<file path="config.mk">
export PLATFORM = sky130hd
export DESIGN_NAME = rca_44
export DESIGN_NICKNAME = d
export VERILOG_FILES = /design/src/rtl/rca_44_pkg.sv /design/src/rtl/rca_44_full_adder.sv /design/src/rtl/rca_44.sv
export SDC_FILE = /design/constraint.sdc
export NUM_CORES = 1
export LEC_CHECK = 0
export BUFFER_PORTS_ARGS = -buffer_cell sky130_fd_sc_hd__buf_2
export CORE_AREA = 8 8 45 47
export CTS_BUF_LIST = sky130_fd_sc_hd__clkbuf_4
export DETAILED_ROUTE_END_ITERATION = 7
export DIE_AREA = 0 0 53 55
export PLACE_DENSITY_LB_ADDON = 0.08
export SLEW_MARGIN = 20
export SYNTH_ARGS = -nofsm -noshare
export SYNTH_HDL_FRONTEND = slang
export SYNTH_HIERARCHICAL = 1
export SYNTH_SLANG_ARGS = --single-unit
</file>
<file path="constraint.sdc">
create_clock -name clk -period 0.8 [get_ports clk]
set_input_delay 0 -clock clk [delete_from_list [all_inputs] [get_ports clk]]
set_output_delay 0 -clock clk [all_outputs]
set_load 0.005 [all_outputs]
</file>
<file path="src/rtl/rca_44_pkg.sv">
// Shared constants for the rca_44 registered ripple-carry adder.
package rca_44_pkg;

   localparam int RCA_44_WIDTH_DEF = 4;
   localparam int RCA_44_WIDTH_MAX = 32;

   // Wide enough for the largest legal WIDTH plus carry; slice down at use.
   localparam logic [RCA_44_WIDTH_MAX:0] RCA_44_RST_VAL = 33'd0;

endpackage : rca_44_pkg

</file>
<file path="src/rtl/rca_44_full_adder.sv">
// One-bit full adder: the single stage of the rca_44 ripple chain.
module full_adder (
   input  logic a,
   input  logic b,
   input  logic ci,
   output logic s,
   output logic co
);

   logic p;

   assign p  = a ^ b;
   assign s  = p ^ ci;
   assign co = (a & b) | (ci & p);

endmodule : full_adder

</file>
<file path="src/rtl/rca_44.sv">
// Registered WIDTH-bit ripple-carry adder; one cycle latency, no handshake.
// Optional two's-complement overflow output enabled by macro RCA_44_OVF_EN.
module rca_44
   import rca_44_pkg::*;
#(
   parameter int WIDTH = RCA_44_WIDTH_DEF
) (
   input  logic             clk,
   input  logic             rst,
   input  logic             cin,
   input  logic [WIDTH-1:0] a,
   input  logic [WIDTH-1:0] b,
   output logic [WIDTH-1:0] s,
   output logic             cout
`ifdef RCA_44_OVF_EN
   ,
   output logic             ovf
`endif
);

   logic [WIDTH:0]   c;
   logic [WIDTH-1:0] sum;

   assign c[0] = cin;

   for (genvar i = 0; i < WIDTH; i++) begin : g_stage
      full_adder u_fa (
         .a  (a[i]),
         .b  (b[i]),
         .ci (c[i]),
         .s  (sum[i]),
         .co (c[i+1])
      );
   end

   // Output register for sum and carry; async reset clears without a clock.
   always_ff @(posedge clk or posedge rst) begin
      if (rst) begin
         s    <= RCA_44_RST_VAL[WIDTH-1:0];
         cout <= RCA_44_RST_VAL[WIDTH];
      end else begin
         s    <= sum;
         cout <= c[WIDTH];
      end
   end

`ifdef RCA_44_OVF_EN
   // Signed overflow: carry into the sign bit differs from carry out of it.
   always_ff @(posedge clk or posedge rst) begin
      if (rst) begin
         ovf <= RCA_44_RST_VAL[0];
      end else begin
         ovf <= c[WIDTH] ^ c[WIDTH-1];
      end
   end
`endif

endmodule : rca_44

</file>
Word-level counts from Yosys, hierarchy flattened --
Index checks and enable logic that the tools add are counted.
Operators by class: bitwise operators 20
Operators with widths (number):
- 1-bit AND | 8
- 1-bit bitwise XOR | 8
- 1-bit OR | 4
Storage, ports and cells: register bits 5, logic and storage cells 22

Longest topological paths before layout --
Gate-level depths: netlist (run 1).
depth after elaboration 9, mapped depth 4

Hierarchy --
Netlist (run 1), hierarchy kept.
Modules (own cells, without submodules):
- rca_44 | instances 1, cells each 6, area each 128.9 um^2
- full_adder | instances 4, cells each 1, area each 20.0 um^2

Worst setup path before layout (run 1) --
OpenSTA, ideal clock, no wires.
path kind input-to-reg, start in a[0], end reg s[3], arrival 1596 ps, data required time 664 ps, setup slack -931 ps, stages on the path 4, buffers on the path 0, cells stage by stage fa_1 fa_1 fa_1 fa_1
Between the ends: word-level cells in the longest chain between the ends 8, elaborated cells between the ends (all ways) 9, those cells by class bitwise (9)
Ends and longest elaborated chain:
- start, declared | line rca_44.sv:11 | input logic [WIDTH-1:0] a,
- 1-bit bitwise XOR | line rca_44_full_adder.sv:12 | assign p = a ^ b;
- 1-bit AND | line rca_44_full_adder.sv:14 | assign co = (a & b) | (ci & p);
- 1-bit OR (*) | line rca_44_full_adder.sv:14
- 1-bit AND (*) | line rca_44_full_adder.sv:14
- 1-bit OR (*) | line rca_44_full_adder.sv:14
- net c[2] | line rca_44.sv:21 | logic [WIDTH:0] c;
- 1-bit AND (*) | line rca_44_full_adder.sv:14
- 1-bit OR (*) | line rca_44_full_adder.sv:14
- net c[3] | line rca_44.sv:21
- 1-bit bitwise XOR (*) | line rca_44_full_adder.sv:13 | assign s = p ^ ci;
- net sum[3] | line rca_44.sv:22 | logic [WIDTH-1:0] sum;
- end signal, assigned | line rca_44.sv:39 | s <= RCA_44_RST_VAL[WIDTH-1:0];
- end signal, assigned | line rca_44.sv:42 | s <= sum;
- end, declared | line rca_44.sv:13 | output logic [WIDTH-1:0] s,
The timed path passes the listed nets; every way through them passes the cells marked *.

Final worst setup path (run 1) --
start in a[0], end reg s[3]
Between the ends: word-level cells in the longest chain between the ends 8, elaborated cells between the ends (all ways) 9, those cells by class bitwise (9)
Ends and longest elaborated chain (line):
- 1-bit bitwise XOR | rca_44_full_adder.sv:12
- 1-bit AND | rca_44_full_adder.sv:14
- 1-bit OR (*) | rca_44_full_adder.sv:14
- net c[1] | rca_44.sv:21
- 1-bit AND (*) | rca_44_full_adder.sv:14
- 1-bit OR (*) | rca_44_full_adder.sv:14
- net c[2] | rca_44.sv:21
- 1-bit AND (*) | rca_44_full_adder.sv:14
- 1-bit OR (*) | rca_44_full_adder.sv:14
- net c[3] | rca_44.sv:21
- 1-bit bitwise XOR (*) | rca_44_full_adder.sv:13
- net sum[3] | rca_44.sv:22
Marks and branches as above.

==> results of run 1 <==
metrics by stage:
stage / instances / hold slack [ps] / worst slack (ps)
floorplan: 10 / -221 / -824
global placement: 41 / -101 / -977
detailed placement: 41 / -104 / -1000
CTS: 46 / 48.9 / -718
global route: 46 / 58.2 / -736
finish: 46 / 56.7 / -719
flip-flops by register name, summed over array words and instances, names as in the netlist:
signal / flops
cout: 1
s: 4
placed cells by master, fill, tap and decap left out, drive strengths merged:
| cell | instances |
|---|---|
| buf | 15 |
| fa | 4 |
| clkbuf | 4 |
| inv | 1 |
| dfrtp | 5 |
| dlygate4sd3 | 1 |
final timing paths:
kind | start | endpoint | slack (ps) | depth (start not counted)
max in group asynchronous | rst | s[0] | 440 | 3
min | a[0] | s[0] | 60 | 2
max | a[0] | s[3] | -720 | 5
min in group asynchronous | rst | s[3] | 200 | 3
final cells by class:
cell class / instances / area, µm² / share of cell area [%]
Clock buffer: 4 / 30.0 / 8.33
Timing Repair Buffer: 16 / 91.3 / 25.3
Tap cell: 16 / 20.0 / 5.56
Multi-Input combinational cell: 4 / 90.1 / 25.0
Sequential cell: 5 / 125 / 34.7
Inverter: 1 / 3.75 / 1.04
critical path, cell delays in order:
cell   delay, ps
buf_6         90
fa_2         380
fa_2         350
fa_2         350
fa_2         520
power by group through the flow:
stage | combinational (W) | sequential (W) | clock (W)
after global routing | 0.000160 | 0.000309 | 0.000347
after floorplan | 0.0000332 | 0.000315 | 0
after detailed placement | 0.000133 | 0.000308 | 0
final | 0.000133 | 0.000304 | 0.000311
after global placement | 0.000129 | 0.000309 | 0
after CTS | 0.000141 | 0.000305 | 0.000329
layer usage:
metal	wire length, µm	up-vias	part of all wire (%)	GRT usage (%)
met5	0	-	0	0
met2	192	16	36	4.88
met3	103	2	19	3.74
li1	-	68	-	-
met1	228	67	43	4.78
met4	6	0	1.1	6.47
cell families (layout without fill, tap and decap cells):
logic type                 after synthesis  after routing  share of synthesized area, %
buffers and inverters                    1             21                          1.79
adders and majority gates                4              4                          38.3
DFF                                      5              5                          59.9
timing repair:
action                                 4_1_cts  5_1_grt
gates resized for setup                      2        0
endpoints found under the hold margin        5        0
pin swaps                                    1        0
setup endpoints to repair                    4        4
hold buffers                                 1        0
==> flow_metrics.tcl, run 1 <==
set metrics [dict create \
    core_um2 1380 \
    cts.path.max_buffers 2 \
    wl_um 531 \
    antenna_found_initial 0 \
    grt_pass1_vias 211 \
    worstPathRequired_ps 970 \
    antenna_cells 0 \
    fp.dieW_um 53 \
    die_y_um 55 \
    p_int_w 0.000589 \
    slew_violations 0 \
    status "finished, violations left" \
    rsz0062_at_grt "true" \
    finalHoldViolCount 0 \
    post-route-util_pct 26.0 \
    synth_nets 25 \
    crit_fanout 1 \
    crit_type "primary input to flip-flop" \
    first_pass_iters 1 \
    globalplace.congestion 0.603 \
    cap_violations 0 \
    ys_types 3 \
    avgSynthCellArea_um2 20.9 \
    cts_tree "done" \
    netlist_area_um2 209 \
    drc 0 \
    finalSetupViolations 4 \
    switching_share_pct 21.3 \
    end_kind "flip-flop" \
    p_total_w 0.000749 \
    via_count 153 \
    synth-seq-cells 5 \
    seqPwrFrac_pct 40.6 \
    io_pins 16 \
    rows 14 \
    drive_gt1_share_pct 76.7 \
    cellPowerDensity_nw_per_um2 2080 \
    hold_class "primary input to flip-flop" \
    avgViaCountPerCell 3.33 \
    syn-instance-count 10 \
    layout.nets 46 \
    synth_top_area_cell "dfrtp_1" \
    clock-root-buffer "clkbuf_4" \
    fill_cells 153 \
    grt_pass1_wl_um 903 \
    tightest_slew_ps 173 \
    yosys_most_used_dff "dfrtp_1" \
    antenna_left 0 \
    dieArea_um2 2920 \
    setup_tns_ps -1700 \
    h-tree-depth 1 \
    yosysSeqAreaShare_pct 59.9 \
    synth_common_cells "5 x dfrtp_1, 4 x fa_1, 1 x inv_1" \
    synth_area_leaders "dfrtp_1 60%, fa_1 38%, inv_1 1.8%" \
    overflow 0 \
    ys_warn_count 6 \
    grt.total_usage_pct 4.67 \
    failed_checks "setup timing" \
    slew_headroom_pct 88.4 \
    area_growth_pct 72.5 \
    startpoint_type "primary input" \
    post-synth-top-count-cell "dfrtp_1" \
    switching_power_w 0.000159 \
    grt_max_degree 6 \
    ir_worst_vdd_v 0.000444 \
    drt_iter0_markers 0 \
    start_util_pct 15.1 \
    portBuffers 15 \
    worst_slack_ps -719 \
    period_needed_ps 1520 \
    cts_buffers 3 \
    async_flop_share_pct 100 \
    clkPwrFrac_pct 41.6 \
    postCtsSetupBuffers 0 \
    synth_edf_count 0 \
    p_leak_nw 0.173 \
    cts_sinks 5 \
    fin_crit_sh_pct 190 \
    design_area_um2 360 \
    netlist.area_leader.share_pct 59.9 \
    clk_pin_slew_ps 40 \
    fmax_mhz 658 \
    comb_power_share_pct 17.8 \
    dpl-instance-area_um2 312 \
    cp.arrival_ps 1690 \
    routedWlPerCell_um 11.5 \
]
Note: power is estimated with default switching activity, not from simulation.
==> run 2, diff against run 1 <==
- RECOVER_POWER: not set -> 100
==> flow_metrics.tcl, run 2 (synthesis gave the netlist of run 1 again) <==
set metrics [dict create \
    area_growth_pct 69.5 \
    final_common_cell "buf_2" \
    fp.dieW_um 53 \
    globalplace.congestion 0.603 \
    crit_type "primary input to flip-flop" \
    drt_iter0_markers 0 \
    cap_violations 0 \
    avgViaCountPerCell 3.33 \
    grt_pass1_vias 211 \
    rows 14 \
    ir_worst_vdd_v 0.000444 \
    dieArea_um2 2920 \
    tightest_slew_ps 173 \
    crit_slowest_cell "fa_2" \
    layout.nets 46 \
    whs_ps 56.7 \
    antenna_left 0 \
    cp.arrival_ps 1690 \
    crit_fanout 1 \
    hold_class "primary input to flip-flop" \
    dpl-instance-area_um2 312 \
    wl_um 540 \
    design_area_um2 354 \
    routedWlPerCell_um 11.7 \
    portBuffers 15 \
    path_cells "buf_6, fa_2, fa_2, fa_2, fa_2" \
    cts_sinks 5 \
    slew_violations 0 \
    crit_path_max_incr_delay_ps 520 \
    via_count 153 \
    startpoint_type "primary input" \
    p_leak_nw 0.159 \
    antenna_cells 0 \
    cts.path.max_buffers 2 \
    finalSetupViolations 4 \
    h-tree-depth 1 \
    cts_tree "done" \
    start_util_pct 15.1 \
    cp_common_cell "fa_2" \
    worst_slack_ps -719 \
    overflow 0 \
    grt_max_degree 6 \
    rsz0062_at_grt "true" \
    drc 0 \
    cts_buffers 3 \
    reg.largest.list "s x4, cout x1" \
    fmax_mhz 658 \
    crit_buf_inv 1 \
    drive_gt1_share_pct 60.0 \
    period_needed_ps 1520 \
    die_y_um 55 \
    slew_headroom_pct 88.4 \
    first_pass_iters 1 \
    clock-root-buffer "clkbuf_4" \
    fin_crit_sh_pct 190 \
    top_register "s" \
    dp_slack_ps -1000 \
    clk_pin_slew_ps 40 \
    io_pins 16 \
    antenna_found_initial 0 \
    finalHoldViolCount 0 \
    final_cell_mix "9 x buf_2, 5 x dfrtp_1, 5 x clkbuf_1" \
    crit_family "adder cells" \
    end_kind "flip-flop" \
    status "finished, violations left" \
    grt.total_usage_pct 4.67 \
    largest_reg_flops 4 \
    core_um2 1380 \
    worstPathRequired_ps 970 \
    grt_pass1_wl_um 903 \
    cellPowerDensity_nw_per_um2 2090 \
    failed_checks "setup timing" \
    postCtsSetupBuffers 0 \
]
==> run 2: changes by cell type in the layout (fill, tap and decap cells not counted), sizes merged <==
| cell | before | now |
|---|---|---|
| buf | 15 | 10 |
| clkbuf | 4 | 9 |
==> run 2: worst paths after layout <==
check                      cells after the start  from  slack [ps]  endpoint
setup / recovery                               5  a[0]        -720      s[3]
hold / removal                                 2  a[0]          60      s[0]
max in group asynchronous                      3   rst         440      s[0]
min in group asynchronous                      3   rst         210      s[3]
==> run 2: layer usage <==
metal	up-vias	track usage, %	wire, µm
met4	0	6.47	6
met3	2	3.74	105
met1	67	4.78	236
li1	68	-	-
met2	16	4.88	192
met5	-	0	0
==> run 2: repair_timing <==
action | in CTS | in global routing
endpoints found under the setup margin | 4 | 4
hold endpoints to repair | 5 | 0
pin swaps | 1 | 0
gates resized for setup | 2 | 0
hold buffers | 1 | 0
==> run 2: cell type report <==
cell class / count / area (µm²)
repair buffers: 16 / 85.1
multi-input cells: 4 / 90.1
well taps: 16 / 20.0
flip-flops and latches: 5 / 125
inverters: 1 / 3.75
clock buffers: 4 / 30.0
fillers: 157 / 1030
==> run 2: power breakdown <==
| part | internal [W] | total (W) | switching [W] |
|---|---|---|---|
| Sequential | 0.000295 | 0.000306 | 0.0000111 |
| Combinational | 0.0000625 | 0.000123 | 0.0000605 |
| Clock | 0.000221 | 0.000311 | 0.0000899 |
| Total | 0.000579 | 0.000740 | 0.000161 |
==> run 2: per-stage QoR <==
step           util (%)  total power (W)  instances  TNS [ps]
2_1_floorplan         -         0.000348         10     -2250
3_3_place_gp       22.5         0.000438         41     -2870
3_5_place_dp       22.5         0.000441         41     -2910
4_1_cts            26.0         0.000774         46     -1680
5_1_grt            25.6         0.000808         46     -1740
6_report           25.6         0.000740         46     -1700
